<file path="src/rtl/hex_counter_disp.sv">
// hex_counter_disp: counter with a multi-digit hex display for a switch/button/LED/7-seg board.
// It counts from a prescaled tick, or steps one at a time from a button.
// It can count up or down, loads a value from the switches, and pulses tc when
// an advance is attempted from a limit value.
// Build option: define LEADING_ZERO_BLANK_EN to turn off the 7-seg digits above the
// most-significant nonzero nibble. Digit 0 always stays lit.

module hex_counter_disp #(
    parameter int WIDTH    = 16,
    parameter int DIGITS   = 4,
    parameter int LEDS     = 10,
    parameter int TICK_DIV = 50000000,
    parameter int SATURATE = 0
) (
    input  logic                  clk,
    input  logic                  rst,
    input  logic                  en,
    input  logic                  up,
    input  logic                  load,
    input  logic                  step,
    input  logic [WIDTH-1:0]      ld_val,
    output logic [DIGITS*7-1:0]   d,
    output logic [LEDS-1:0]       l,
    output logic                  tc
);

    localparam int NIBBLES = (WIDTH + 3) / 4;
    localparam int DW      = DIGITS * 4;
    localparam int EXTW    = (LEDS > DW) ? LEDS : DW;
    localparam int PW      = (TICK_DIV > 2) ? $clog2(TICK_DIV) : 1;

    localparam logic [PW-1:0]    PRE_MAX = PW'(TICK_DIV - 1);
    localparam logic [WIDTH-1:0] CNT_ONE = WIDTH'(1);
    localparam logic [WIDTH-1:0] CNT_MAX = '1;
    localparam logic [6:0]       SEG_OFF = 7'b1111111;
    localparam logic [6:0]       SEG_0   = 7'b1000000;

    // Reject parameter combinations the display or prescaler cannot support.
    if (DIGITS < NIBBLES) begin : g_bad_digits
        $error("hex_counter_disp: DIGITS must be at least ceil(WIDTH/4)");
    end
    if (WIDTH < 1 || WIDTH > 32) begin : g_bad_width
        $error("hex_counter_disp: WIDTH must be in 1..32");
    end
    if (TICK_DIV < 2) begin : g_bad_div
        $error("hex_counter_disp: TICK_DIV must be at least 2");
    end

    logic             en_s1, en_s;
    logic             up_s1, up_s;
    logic             ld_s1, ld_s2, ld_s3;
    logic             st_s1, st_s2, st_s3;
    logic [WIDTH-1:0] ldv_s1, ldv_s;

    logic             load_rise, step_rise;
    logic [PW-1:0]    pre;
    logic             tick;
    logic             advance;
    logic             at_limit;

    logic [WIDTH-1:0] count, count_next;
    logic             tc_next;

    logic [EXTW-1:0]     ext;
    logic [DIGITS*7-1:0] d_next;
    logic [LEDS-1:0]     l_next;
    logic                seen_nonzero;
    logic [3:0]          nib;

    function automatic logic [6:0] seg7(input logic [3:0] n);
        case (n)
            4'h0:    seg7 = 7'b1000000;
            4'h1:    seg7 = 7'b1111001;
            4'h2:    seg7 = 7'b0100100;
            4'h3:    seg7 = 7'b0110000;
            4'h4:    seg7 = 7'b0011001;
            4'h5:    seg7 = 7'b0010010;
            4'h6:    seg7 = 7'b0000010;
            4'h7:    seg7 = 7'b1111000;
            4'h8:    seg7 = 7'b0000000;
            4'h9:    seg7 = 7'b0011000;
            4'hA:    seg7 = 7'b0001000;
            4'hB:    seg7 = 7'b0000011;
            4'hC:    seg7 = 7'b1000110;
            4'hD:    seg7 = 7'b0100001;
            4'hE:    seg7 = 7'b0000100;
            default: seg7 = 7'b0001110;
        endcase
    endfunction

    // Bring the switch and button inputs into the clk domain. The buttons also get
    // a third flop so that their rising edge can be detected.
    always_ff @(posedge clk or posedge rst) begin
        if (rst) begin
            en_s1  <= 1'b0;
            en_s   <= 1'b0;
            up_s1  <= 1'b0;
            up_s   <= 1'b0;
            ld_s1  <= 1'b0;
            ld_s2  <= 1'b0;
            ld_s3  <= 1'b0;
            st_s1  <= 1'b0;
            st_s2  <= 1'b0;
            st_s3  <= 1'b0;
            ldv_s1 <= '0;
            ldv_s  <= '0;
        end else begin
            en_s1  <= en;
            en_s   <= en_s1;
            up_s1  <= up;
            up_s   <= up_s1;
            ld_s1  <= load;
            ld_s2  <= ld_s1;
            ld_s3  <= ld_s2;
            st_s1  <= step;
            st_s2  <= st_s1;
            st_s3  <= st_s2;
            ldv_s1 <= ld_val;
            ldv_s  <= ldv_s1;
        end
    end

    assign load_rise = ld_s2 & ~ld_s3;
    assign step_rise = st_s2 & ~st_s3;
    assign tick      = en_s & (pre == PRE_MAX);
    assign advance   = (en_s & tick) | (~en_s & step_rise);
    assign at_limit  = up_s ? (count == CNT_MAX) : (count == '0);

    // Prescaler. It is held at 0 while the counter is in manual mode, and it
    // restarts on a load so that a full period follows a loaded value.
    always_ff @(posedge clk or posedge rst) begin
        if (rst) begin
            pre <= '0;
        end else if (!en_s || load_rise || tick) begin
            pre <= '0;
        end else begin
            pre <= pre + 1'b1;
        end
    end

    // Next count. A load takes priority over an advance. At a limit, the counter
    // either wraps or holds, but tc fires in both cases.
    always_comb begin
        count_next = count;
        tc_next    = 1'b0;
        if (load_rise) begin
            count_next = ldv_s;
        end else if (advance) begin
            tc_next = at_limit;
            if (!(at_limit && SATURATE != 0)) begin
                if (up_s) begin
                    count_next = count + CNT_ONE;
                end else begin
                    count_next = count - CNT_ONE;
                end
            end
        end
    end

    // Count register and terminal-count pulse.
    always_ff @(posedge clk or posedge rst) begin
        if (rst) begin
            count <= '0;
            tc    <= 1'b0;
        end else begin
            count <= count_next;
            tc    <= tc_next;
        end
    end

    // Zero-extend the count so that the top partial nibble, the unused digits and
    // the spare LEDs all read as zero.
    always_comb begin
        ext              = '0;
        ext[WIDTH-1:0]   = count;
        l_next           = ext[LEDS-1:0];
    end

    // Decode each nibble. The loop scans from the top digit down, so it knows
    // whether a nonzero nibble has already appeared above the current digit.
    always_comb begin
        d_next       = '0;
        seen_nonzero = 1'b0;
        nib          = 4'h0;
        for (int k = DIGITS - 1; k >= 0; k--) begin
            nib = ext[4*k +: 4];
`ifdef LEADING_ZERO_BLANK_EN
            if (nib != 4'h0 || k == 0) begin
                seen_nonzero = 1'b1;
            end
            d_next[7*k +: 7] = seen_nonzero ? seg7(nib) : SEG_OFF;
`else
            d_next[7*k +: 7] = seg7(nib);
`endif
        end
    end

    // Register the display and LED outputs. They follow the count one cycle later.
    always_ff @(posedge clk or posedge rst) begin
        if (rst) begin
            d <= {DIGITS{SEG_0}};
            l <= '0;
        end else begin
            d <= d_next;
            l <= l_next;
        end
    end

endmodule

</file>
<file path="config.mk">
export PLATFORM = sky130hd
export DESIGN_NAME = hex_counter_disp
export DESIGN_NICKNAME = d
export VERILOG_FILES = /design/src/rtl/hex_counter_disp.sv
export SDC_FILE = /design/constraint.sdc
export NUM_CORES = 1
export LEC_CHECK = 0
export BUFFER_PORTS_ARGS = -buffer_cell sky130_fd_sc_hd__buf_2
export CAP_MARGIN = 20
export CORE_UTILIZATION = 61
export CTS_BUF_LIST = sky130_fd_sc_hd__clkbuf_2 sky130_fd_sc_hd__clkbuf_4 sky130_fd_sc_hd__clkbuf_8
export DETAILED_ROUTE_END_ITERATION = 8
export GPL_ROUTABILITY_DRIVEN = 1
export PLACE_DENSITY = 0.82
export SLEW_MARGIN = 20
export SYNTH_ARGS = -nofsm -noshare
export SYNTH_HDL_FRONTEND = slang
export SYNTH_SLANG_ARGS = --single-unit
</file>
<file path="constraint.sdc">
create_clock -name clk -period 4.4 [get_ports clk]
set_clock_uncertainty 0.05 [all_clocks]
set_input_delay 0.22 -clock clk [delete_from_list [all_inputs] [get_ports clk]]
set_output_delay 0.22 -clock clk [all_outputs]
set_load 0.005 [all_outputs]
</file>
==> impl_results.md <==
* Initial antenna violation count at 0
* CP Capture Type: flop
* Unrepaired setup endpoints after global routing: false
* Die Y at 98.80 um
* Final setup fails at 0
* Dpl hpwl at 7.780 mm
* First-pass GRT wire length at 20.28 mm
* H-tree lvl count at 4
* #FFs+latches synth at 123
* Post-synthesis cell area at 0.005715 mm2
* R2r startpoint: up_s
* Pwr dens at 508.3 mW/mm2
* Max FO, Critical Path at 17
* Final-layout fill cell count at 593
* Place WS at 1.563 ns
* Setup TNS at 0 ns
* Startpoint Class: flop
* DRC marker count from the first detailed-route iteration at 341
* Initial Util at 64.28%
* Final non-filler cell total at 754
* Wire length per cell at 16.01 um
* Synth Area per Inst at 10.39 um2
* Antenna fix cells at 0
* Yosys Warn Count at 0
* HP Class: reg2reg
* Cells after synthesis at 550
* Root buf cell: clkbuf_8
* Worst Max-Slew Pin Slew at 0.9496 ns
* Vias in the first global route at 4218
* Status: finished clean
* Drt pass-1 iters at 5
* Via count at 4339
* Total Routing Usage GR at 26.97%
* Leak at 3.158 nW
* Final worst slack at 1.521 ns
* Antenna-violating nets left at 0
* Final hold violations at 0
* CTS tree: yes
* Post-synth EDFFs at 0
* Multi-input gate area at 0.002475 mm2
* Most used DFF post-synth: dfrtp_1
* Worst path required time at 4.68 ns
* FF/Latch Area at 0.003083 mm2
* Routability cong. at 0.8843
* Final nets at 687
* Final Util at 76.51%
* Final period utilization at 65.43%
* Slew Limit Fails at 0
* Worst-Skew Late Latency at 0.44 ns
* Worst vdd ir at 0.3220 mV
* Die area at 0.009760 mm2
* Core ar. at 0.008891 mm2
* Pin count of the biggest net entering global routing at 91
* Post-Syn Nets at 604
* Row cnt at 34
* Layout cells sized above 1 at 16.87%
* DRC violations left at 0
* Inst Count DP at 700
* Clock-pin slew on the worst setup and hold paths at 0.08 ns
* Hold Path Origin: ldv_s1[10]
* Vias per inst at 5.755
* Sequential fraction of the synthesis area at 53.94%
* Overflow after GRT at 0
* Wirelength, routed at 12.07 mm
* Clock Sinks at 123
* Clock buffer count from CTS at 17
* Port buffer count at 60
* Yosys cell types at 52
* FFs w/ async S/R, synth at 100.0%
* Area Growth Syn to Fin at 19.02%
* Max capacitance violation total at 0
* Top Ports at 61
* Critical Setup Path Class: reg2reg
* Fmax at 347.4 MHz
* Clock Path Buffers at 2
* Crit path time final at 2.879 ns
* Relative slew slack at 36.56%
* Critical Path AT at 3.16 ns
* Critical Path Start: up_s
* Die width at 98.80 um
==> cell families after synthesis <==
logic type / share of synthesized area, %
AO/OA/AOI/OAI: 11.89
buffers and inverters: 2.758
AND/OR/NAND/NOR: 17.51
flip-flops: 53.94
adder cells (fa/ha/maj): 7.137
XOR/XNOR: 5.364
multiplexers: 1.401
==> report_power, final <==
| group | internal [mW] | total, mW | switching, mW |
|---|---|---|---|
| Sequential | 1.30 | 1.44 | 0.145 |
| Combinational | 0.359 | 0.777 | 0.418 |
| Clock | 0.744 | 1.24 | 0.495 |
==> critical path: stages, from the launching register on <==
cell      delay (ns)
dfrtp_1         0.44
inv_1           0.48
ha_1            0.33
o211ai_1        0.12
o21ai_0         0.50
a21oi_1         0.21
o21ai_0         0.28
mux2i_1         0.11
a311oi_1        0.25
==> stage by stage <==
| stage | total power [mW] | hold WS [ns] | cell area [um2] |
|---|---|---|---|
| 2_1_floorplan | 1.956 | 0.2014 | 5715 |
| 3_3_place_gp | 2.184 | 0.2775 | 6082 |
| 3_5_place_dp | 2.212 | 0.2793 | 6082 |
| 4_1_cts | 3.464 | 0.01471 | 6775 |
| 5_1_grt | 3.644 | 0.3110 | 6803 |
| 6_report | 3.458 | 0.3014 | 6803 |
==> path summary, 6_finish.rpt <==
kind / to / slack, ns / depth (start not counted)
max: count[13] / 1.52 / 8
min: ldv_s[10] / 0.30 / 0
max reg2reg: count[13] / 1.52 / 8
min reg2reg: ldv_s[10] / 0.30 / 0
max in group asynchronous: count[9] / 2.92 / 4
min in group asynchronous: ldv_s1[1] / 0.42 / 3
==> metal layers <==
metal / vias to the layer above / part of all wire (%) / global-route usage, %
li1: 2090 / - / -
met1: 2091 / 46 / 36.60
met2: 135 / 48 / 43.20
met3: 23 / 4.4 / 5.603
met4: 0 / 1.7 / 9.989
met5: - / 0 / 0
==> state kept, by name, summed over array words and instances (netlist names), 10 cells and up <==
| name | count |
|---|---|
| ldv_s1 | 16 |
| ldv_s | 16 |
| pre | 26 |
| count | 16 |
| d | 28 |
| l | 10 |
==> final cells by class <==
class	count	area share, %
Timing Repair Buffer	84	7.946
Sequential cell	123	45.32
Multi-Input combinational cell	388	36.38
Tap cell	108	1.986
Inverter	19	1.122
Clock inverter	15	3.807
Clock buffer	17	3.439
==> Yosys cell counts (2+ instances only) <==
cell       count  area [um2]
o2bb2ai_1      2       17.52
dfstp_2        4       105.1
o21ai_0       23       115.1
a21o_1         4       30.03
o211ai_1       3       22.52
inv_1         19       71.32
a22o_1         4       35.03
buf_2          3       15.01
clkbuf_1      14       52.55
a211o_1        2       17.52
xor2_1        20       175.2
nor3b_1        2       15.01
mux2i_1        8       80.08
a211oi_1       2       15.01
a31oi_1       12       75.07
ha_1          31       387.9
xnor2_1       15       131.4
buf_4          2       15.01
nor3_1         7       35.03
and2_1         3       18.77
a21oi_1       41       205.2
nor2_1        75       281.5
or3_1          4       25.02
or4_1          2       15.01
nor4_1         4       25.02
dfrtp_1      119        2978
nand4_1       13       81.33
and3_1         6       37.54
nand2_1       42       157.7
o31ai_1        9       67.56
nand3_1       15       75.07
nor2b_1       10       62.56
or3b_2         2       17.52
o21bai_1       2       15.01
a311oi_1       2       17.52
nand3b_1       2       15.01
and4_1         2       17.52
nand2b_1       6       37.54
==> timing repair <==
item                                   4_1_cts  5_1_grt
setup buffers                                0        0
endpoints found under the hold margin       20       85
hold buffers                                20        1
resized for setup                            0        0
==> placed cells by master, fill, tap and decap left out, types with 10 or more instances in the layout <==
cell type / synthesis / final
dfrtp_1: 119 / 119
nor2_1: 75 / 75
buf_2: 3 / 60
nand2_1: 42 / 42
a21oi_1: 41 / 41
ha_1: 31 / 31
o21ai_0: 23 / 23
dlygate4sd3_1: 0 / 21
xor2_1: 20 / 20
inv_1: 19 / 18
clkbuf_8: 0 / 17
nand3_1: 15 / 15
xnor2_1: 15 / 15
nand4_1: 13 / 13
a31oi_1: 12 / 12
nor2b_1: 10 / 10
(Power assumes the default switching activity.)
